## src/rtl/spi_master_param.sv

```systemverilog
// rtl/spi_master_param.sv - parametrised SPI master with CS setup/hold and CS-held bursts
module spi_master_param #(
    parameter int WORD_WIDTH = 16,
    parameter int CLK_DIV    = 4,
    parameter int CS_SETUP   = 2,
    parameter int CS_HOLD    = 2,
    parameter bit CPOL       = 1'b0,
    parameter bit CPHA       = 1'b0,
    parameter bit MSB_FIRST  = 1'b1
) (
    input  logic                  i_clock,
    input  logic                  i_reset,
    input  logic                  i_enable,
    input  logic                  i_start,
    input  logic [WORD_WIDTH-1:0] i_tx_word,
    input  logic                  i_keep_cs,
    output logic                  o_busy,
    output logic                  o_done,
    output logic [WORD_WIDTH-1:0] o_rx_word,
    output logic                  o_sclk,
    output logic                  o_mosi,
    output logic                  o_cs_n,
    input  logic                  i_miso
);
    localparam int MAXC = (CLK_DIV > CS_SETUP) ? ((CLK_DIV > CS_HOLD) ? CLK_DIV : CS_HOLD)
                                               : ((CS_SETUP > CS_HOLD) ? CS_SETUP : CS_HOLD);
    localparam int CW   = (MAXC > 1) ? $clog2(MAXC) : 1;
    localparam int EW   = $clog2(2 * WORD_WIDTH);

    typedef enum logic [2:0] {S_IDLE, S_SETUP, S_SHIFT, S_HOLD, S_WAIT_NEXT} state_t;

    state_t                r_state;
    logic [CW-1:0]         r_cnt;
    logic [EW-1:0]         r_edge;
    logic [WORD_WIDTH-1:0] r_tx;
    logic [WORD_WIDTH-1:0] r_rx;
    logic                  r_keep;
    logic                  r_hold_done;

    logic [WORD_WIDTH-1:0] w_tx_shifted;
    logic [WORD_WIDTH-1:0] w_rx_next;
    logic [WORD_WIDTH-1:0] w_rx_final;
    logic                  w_toggle;
    logic                  w_leading;
    logic                  w_last;
    logic                  w_capture;
    logic                  w_accept;

    function automatic logic first_bit(input logic [WORD_WIDTH-1:0] w);
        return MSB_FIRST ? w[WORD_WIDTH-1] : w[0];
    endfunction

    assign w_tx_shifted = MSB_FIRST ? {r_tx[WORD_WIDTH-2:0], 1'b0} : {1'b0, r_tx[WORD_WIDTH-1:1]};
    assign w_rx_next    = MSB_FIRST ? {r_rx[WORD_WIDTH-2:0], i_miso} : {i_miso, r_rx[WORD_WIDTH-1:1]};
    assign w_toggle     = (r_cnt == CW'(CLK_DIV - 1));
    // r_edge counts SCLK toggles within the word; even indices are leading edges
    assign w_leading    = ~r_edge[0];
    assign w_last       = (r_edge == EW'(2 * WORD_WIDTH - 1));
    assign w_capture    = CPHA ? ~w_leading : w_leading;
    assign w_rx_final   = w_capture ? w_rx_next : r_rx;
    assign w_accept     = i_start & i_enable & ((r_state == S_IDLE) | (r_state == S_WAIT_NEXT));

    always_ff @(posedge i_clock or posedge i_reset) begin
        if (i_reset) begin
            r_state     <= S_IDLE;
            r_cnt       <= '0;
            r_edge      <= '0;
            r_tx        <= '0;
            r_rx        <= '0;
            r_keep      <= 1'b0;
            r_hold_done <= 1'b0;
            o_busy      <= 1'b0;
            o_done      <= 1'b0;
            o_rx_word   <= '0;
            o_sclk      <= CPOL;
            o_mosi      <= 1'b0;
            o_cs_n      <= 1'b1;
        end else begin
            o_done <= 1'b0;
            case (r_state)
                S_IDLE: begin
                    if (w_accept) begin
                        r_state <= S_SETUP;
                        o_cs_n  <= 1'b0;
                        o_busy  <= 1'b1;
                        r_tx    <= i_tx_word;
                        o_mosi  <= first_bit(i_tx_word);
                        r_keep  <= i_keep_cs;
                        r_cnt   <= '0;
                        r_edge  <= '0;
                        r_rx    <= '0;
                    end
                end
                S_SETUP: begin
                    if (r_cnt == CW'(CS_SETUP - 1)) begin
                        r_state <= S_SHIFT;
                        r_cnt   <= '0;
                    end else begin
                        r_cnt <= r_cnt + 1'b1;
                    end
                end
                S_SHIFT: begin
                    if (w_toggle) begin
                        r_cnt  <= '0;
                        o_sclk <= ~o_sclk;
                        if (!w_last)
                            r_edge <= r_edge + 1'b1;
                        if (w_capture)
                            r_rx <= w_rx_next;
                        if (!CPHA && !w_leading && !w_last) begin
                            r_tx   <= w_tx_shifted;
                            o_mosi <= first_bit(w_tx_shifted);
                        end
                        if (CPHA && w_leading) begin
                            r_tx   <= w_tx_shifted;
                            o_mosi <= first_bit(r_tx);
                        end
                        if (w_last) begin
                            if (r_keep) begin
                                r_state   <= S_WAIT_NEXT;
                                o_done    <= 1'b1;
                                o_busy    <= 1'b0;
                                o_rx_word <= w_rx_final;
                            end else begin
                                r_state     <= S_HOLD;
                                r_hold_done <= 1'b1;
                            end
                        end
                    end else begin
                        r_cnt <= r_cnt + 1'b1;
                    end
                end
                S_HOLD: begin
                    if (r_cnt == CW'(CS_HOLD - 1)) begin
                        r_state <= S_IDLE;
                        r_cnt   <= '0;
                        o_cs_n  <= 1'b1;
                        o_busy  <= 1'b0;
                        o_done  <= r_hold_done;
                        if (r_hold_done)
                            o_rx_word <= r_rx;
                    end else begin
                        r_cnt <= r_cnt + 1'b1;
                    end
                end
                S_WAIT_NEXT: begin
                    // a burst continues straight into SHIFT; CS is already set up
                    if (w_accept) begin
                        r_state <= S_SHIFT;
                        o_busy  <= 1'b1;
                        r_tx    <= i_tx_word;
                        o_mosi  <= first_bit(i_tx_word);
                        r_keep  <= i_keep_cs;
                        r_cnt   <= '0;
                        r_edge  <= '0;
                        r_rx    <= '0;
                    end else if (!i_enable) begin
                        r_state     <= S_HOLD;
                        o_busy      <= 1'b1;
                        r_cnt       <= '0;
                        r_hold_done <= 1'b0;
                    end
                end
                default: r_state <= S_IDLE;
            endcase
        end
    end
endmodule

```

## config.mk

```make
export PLATFORM = sky130hd
export DESIGN_NAME = spi_master_param
export DESIGN_NICKNAME = d
export VERILOG_FILES = /design/src/rtl/spi_master_param.sv
export SDC_FILE = /design/constraint.sdc
export NUM_CORES = 1
export LEC_CHECK = 0
export BUFFER_PORTS_ARGS = -buffer_cell sky130_fd_sc_hd__buf_2
export CORE_ASPECT_RATIO = 1.1
export CORE_MARGIN = 10
export CORE_UTILIZATION = 25
export DETAILED_ROUTE_END_ITERATION = 10
export MAX_ROUTING_LAYER = met4
export PLACE_DENSITY = 0.43
export SKIP_LAST_GASP = 1
export SLEW_MARGIN = 10
export SYNTH_ARGS = -nofsm -noshare
export SYNTH_HDL_FRONTEND = slang
export SYNTH_SLANG_ARGS = --single-unit
```

## constraint.sdc

```tcl
create_clock -name i_clock -period 3.2 [get_ports i_clock]
set_input_delay 0.64 -clock i_clock [delete_from_list [all_inputs] [get_ports i_clock]]
set_output_delay 0.64 -clock i_clock [all_outputs]
set_load 0.01 [all_outputs]
```

# --- Word level (Yosys, flattened, before mapping) ---
# Index checks and enable logic that the tools add are counted.
# Widths: inputs -> output; s select.
word_totals:
  register_bits: 64
  input_bits: 22
  output_inout_bits: 21
op_classes:
  n_addsub: 2
  n_eq_ne: 21
  n_mux: 59
  n_bitwise: 4
  n_reduce_logical: 22
ops:
  columns: ["cell", "count"]
  rows:
  - ["$mux 16", 8]
  - ["$pmux 16 s2", 2]
  - ["$mux 15", 3]
  - ["$pmux 15 s2", 1]
  - ["$mux 3", 8]
  - ["$ne 2x2->1 const B", 12]
  - ["$mux 1", 21]
  - ["$reduce_and 6->1", 3]
  - ["$mux 5", 3]
  - ["$pmux 3 s5", 1]
  - ["$mux 2", 5]
  - ["$pmux 5 s2", 1]
  - ["$reduce_and 3->1", 3]
  - ["$pmux 1 s2", 4]
  - ["$pmux 2 s4", 1]
  - ["$reduce_and 4->1", 2]
  - ["$reduce_bool 2->1", 4]
  - ["$reduce_bool 4->1", 2]
  - ["$reduce_and 7->1", 1]
  - ["$eq 3x2->1 const B", 2]
  - ["$add 5x1->5 const B", 1]
  - ["$eq 5x5->1 const B", 1]
  - ["$pmux 1 s4", 1]
  - ["$reduce_and 2->1", 2]
  - ["14 further kinds", 16]

# --- Depth between registers and ports, before layout ---
depth:
  word_depth: 6
  mapped_depth: 8

# --- Worst setup path before layout ---
# OpenSTA, ideal clock, no wires.
synth_timing:
  kind: "register to register"
  from: "register r_edge[0]"
  to: "register r_tx[3]"
  setup_time_ns: 0.077
  t_arrival_ns: 1.908
  required_ns: 3.123
  setup_slack_ns: 1.215
  stages_incl_launch_ff: 9
  n_path_buf: 1
  path_cell_list: "dfrtp_1 > ha_1 > and3_1 > ha_1 > nand2b_1 > a221oi_2 > buf_2 > nor2_1 > a21oi_1"
synth_between:
  elab_chain_cells: 5
synth_rtl:
  columns: ["element", "line_no", "rtl"]
  rows:
  - ["from (decl)", "34", "logic [EW-1:0] r_edge;"]
  - ["from (signal assigned)", "107", "r_edge <= r_edge + 1'b1;"]
  - ["$eq 5x5->1", "58", "assign w_last = (r_edge == EW'(2 * WORD_WIDTH - 1));"]
  - ["$logic_not 1->1", "110", "if (!CPHA && !w_leading && !w_last) begin"]
  - ["$logic_and 1x1->1 (*)", "110", null]
  - ["$ne 2x2->1 (no source line) (*)", null, null]
  - ["$reduce_and 4->1 (no source line) (*)", null, null]
  - ["to (signal assigned)", "111", "r_tx <= w_tx_shifted;"]
  - ["to (signal assigned)", "115", "r_tx <= w_tx_shifted;"]
  - ["to (signal assigned)", "151", "r_tx <= i_tx_word;"]
  - ["to (decl)", "35", "logic [WORD_WIDTH-1:0] r_tx;"]
# Mark *: on every way between the ends. The rest lies on a longest branch, timed or not.
# A chain may end at the register's enable or synchronous reset.

# --- Worst setup path in the final report ---
layout_timing:
  from: "register r_edge[0]"
  to: "register r_tx[14]"
# Same word-level chain as after synthesis.

==> results.py <==
metrics = {
    "outcome": {
        "status": "finished clean",
    },
    "timing": {
        "setup_tns_ns": 0,
        "whs_ns": 0.3636,
        "timing.final.crit_period_ns": 2.253,
        "setup_viol": 0,
        "relSlewSlack": 0.5085,
        "slew_violations": 0,
        "finalCritPeriodShare": 0.7042,
        "rsz0062_at_grt": "false",
        "fin_skew_ns": 0.009074,
        "worst_pin_slew_ns": 0.7373,
        "fmax_ghz": 0.4438,
        "hold_violations": 0,
    },
    "clocking": {
        "cts-root-buf": "clkbuf_16",
        "cts_resized": 0,
        "cts_buffers": 9,
        "cts_hold_buf": 0,
        "cts_setup_buffers": 0,
        "htree_levels": 3,
        "clkTransAtPathRegs_ns": 0.06,
        "clock_sinks": 64,
        "clk_latency_ns": 0.33,
        "cts_buffer_depth": 2,
        "cts_tree": "yes",
    },
    "power_and_ir_drop": {
        "p_sw_frac": 0.3611,
        "p_per_area_nw_per_um2": 1009,
        "pwr-share-clk": 0.280,
        "internal-power_uw": 2441,
        "sequentialPowerShare": 0.359,
        "power_switching_uw": 1379,
        "pwr-share-comb": 0.362,
        "ir_worst_vdd_v": 0.0002881,
        "leakage_uw": 0.001807,
    },
    "critical_path": {
        "start_kind": "register",
        "critical_path_class": "register to register",
        "critPathMaxFanout": 31,
        "worst_ep_arrival_time_ns": 2.50,
        "crit_path_end_kind": "register",
        "crit_required_ns": 3.45,
    },
    "die": {
        "fp.dieH_um": 137.3,
        "num_rows": 42,
        "fp.dieW_um": 126.6,
        "dieArea_um2": 17390,
        "core_area_um2": 12140,
        "initial_core_util": 0.2576,
        "io_pins": 43,
    },
    "route": {
        "vias": 2201,
        "routed_wl_um": 7137,
        "first_iter_violations": 134,
        "avgViaCountPerCell": 4.576,
        "firstDrtPassIters": 4,
        "drc_errors": 0,
        "postRouteAntennaNets": 0,
        "post_drt_wl_per_cell_um": 14.84,
    },
    "synth": {
        "syn_nets": 309,
        "netlist_instances": 281,
        "seq_area_frac_synth": 0.5126,
        "syn_area_um2": 3127,
        "synth.distinct_cells": 43,
        "synth_area_per_cell_um2": 11.13,
        "ys_ff_latch": 64,
        "ys_warn_count": 0,
    },
    "grt": {
        "grt_pass1_wl_um": 11940,
        "grt_overflow": 0,
        "antenna_found_initial": 0,
        "grt.total_usage": 0.08722,
        "grt_pass1_vias": 2289,
        "grt_max_degree": 40,
    },
    "min_path": {
        "hp-class": "input port to asynchronous set/reset pin",
    },
    "final_layout": {
        "mostFrequentLayoutCell": "dfrtp_1",
        "final_cell_mix": "dfrtp_1 (63), buf_2 (42), a21oi_1 (35), mux2i_1 (35), nor2_1 (34)",
        "antenna_cells": 0,
        "nets": 351,
        "fillers": 1241,
        "drive_gt1_frac": 0.2263,
        "area_growth_pct": 21.13,
    },
    "run": {
        "maxCapViolCount": 0,
    },
    "placed_design": {
        "dp_hpwl_um": 4940,
        "gp_congestion": 0.7555,
        "portBuffers": 42,
    },
}
-- kinds of logic (layout without fill, tap and decap cells) --
kind of cell	after synthesis	in the layout	synth area share
AOI/OAI and AO/OA	80	80	0.1841
adders and majority gates	6	6	0.02401
muxes	36	36	0.1156
DFF	64	64	0.5126
xor gates and xnor gates	2	2	0.005603
buffers and inverters	29	75	0.05162
and+or+nand+nor	64	64	0.1064
-- state kept, by name (all words and copies together) (netlist names) --
register,count
o_rx_word,16
o_busy,1
o_sclk,1
r_state,3
r_tx,15
r_rx,16
o_cs_n,1
r_cnt,2
r_keep,1
r_edge,5
r_hold_done,1
o_done,1
o_mosi,1
-- layout make-up --
type	count	area, µm²	share of cell area
clock buffer	12	256.5	0.06772
tap	154	192.7	0.05088
clock inverter	3	65.06	0.01718
inverter	13	48.80	0.01288
multi-input combinational	188	1374	0.3627
sequential	64	1603	0.4232
timing repair buffer	47	247.7	0.06541
-- synth_stat cells, drive strengths merged --
cell     instances  area (µm²)
buf             16       112.6
ha               6       75.07
dfstp            1       26.28
o22a             2       17.52
mux2             1       11.26
o211ai           1       7.510
mux2i           35       350.3
xor2             1       8.760
o2bb2ai          1       8.760
nand2b           4       27.53
and3             3       18.77
a22oi            3       22.52
a221o            1       10.01
a21oi           36       191.4
or2              1       6.260
a21o             1       7.510
o21ai            7       35.03
nor2b            3       26.27
xnor2            1       8.760
a221oi           3       67.56
nor2            36       145.1
a22o            16       140.1
nand3b           2       40.04
a41oi            1       8.760
a31oi            1       6.260
o31ai            1       7.510
o22ai            3       18.77
o32ai            3       26.28
nand2            8       30.03
nand3            5       25.02
inv             13       48.80
nor3b            1       7.510
dfrtp           63        1577
nand4            1       6.260
-- through the flow --
stage	cell area, µm²	total power, µW	cells	utilization	setup slack (ns)
after global routing	3787	4115	481	0.3120	0.7937
after floorplan	3127	2450	281	-	0.9636
final	3787	3820	481	0.3120	0.9467
after detailed placement	3466	2803	466	0.2855	0.9400
after global placement	3466	2785	466	0.2855	1.033
after CTS	3787	3889	481	0.3120	0.9274
-- critical path, cell delays in order (launching register included) --
cell	delay [ns]
dfrtp_1	0.50
ha_1	0.28
and3_1	0.21
ha_1	0.21
nand2b_1	0.18
a221oi_4	0.26
buf_4	0.33
nor2_1	0.07
a21oi_1	0.12
-- power groups by stage --
| stage | Combinational (µW) | Clock [µW] | Sequential (µW) |
|---|---|---|---|
| after global placement | 1400 | 0 | 1380 |
| after floorplan | 1100 | 0 | 1350 |
| after detailed placement | 1420 | 0 | 1390 |
| after CTS | 1420 | 1090 | 1370 |
| final | 1380 | 1070 | 1370 |
| after global routing | 1570 | 1130 | 1420 |
-- per-layer routing --
metal | routed length (µm) | up-vias | share of wire | track usage
met1 | 3506 | 1059 | 0.49 | 0.1105
met3 | 270 | 9 | 0.038 | 0.02268
met5 | 0 | - | 0 | -
met2 | 3257 | 40 | 0.46 | 0.1260
met4 | 103 | 0 | 0.014 | 0.04367
li1 | - | 1093 | - | -
-- worst paths after layout --
| check | depth (start not counted) | endpoint | slack, ns | from |
|---|---|---|---|---|
| worst max-delay path | 8 | r_tx[14] | 0.95 | r_edge[0] |
| worst min-delay path | 3 | r_tx[8] | 0.36 | i_reset |
| worst max register to register | 8 | r_tx[14] | 0.95 | r_edge[0] |
| worst min register to register | 1 | o_sclk | 0.48 | o_sclk |
| max in group asynchronous | 3 | o_cs_n | 2.39 | i_reset |
| min in group i_clock | 1 | o_sclk | 0.48 | o_sclk |
Power figures use the tool's default switching activity.
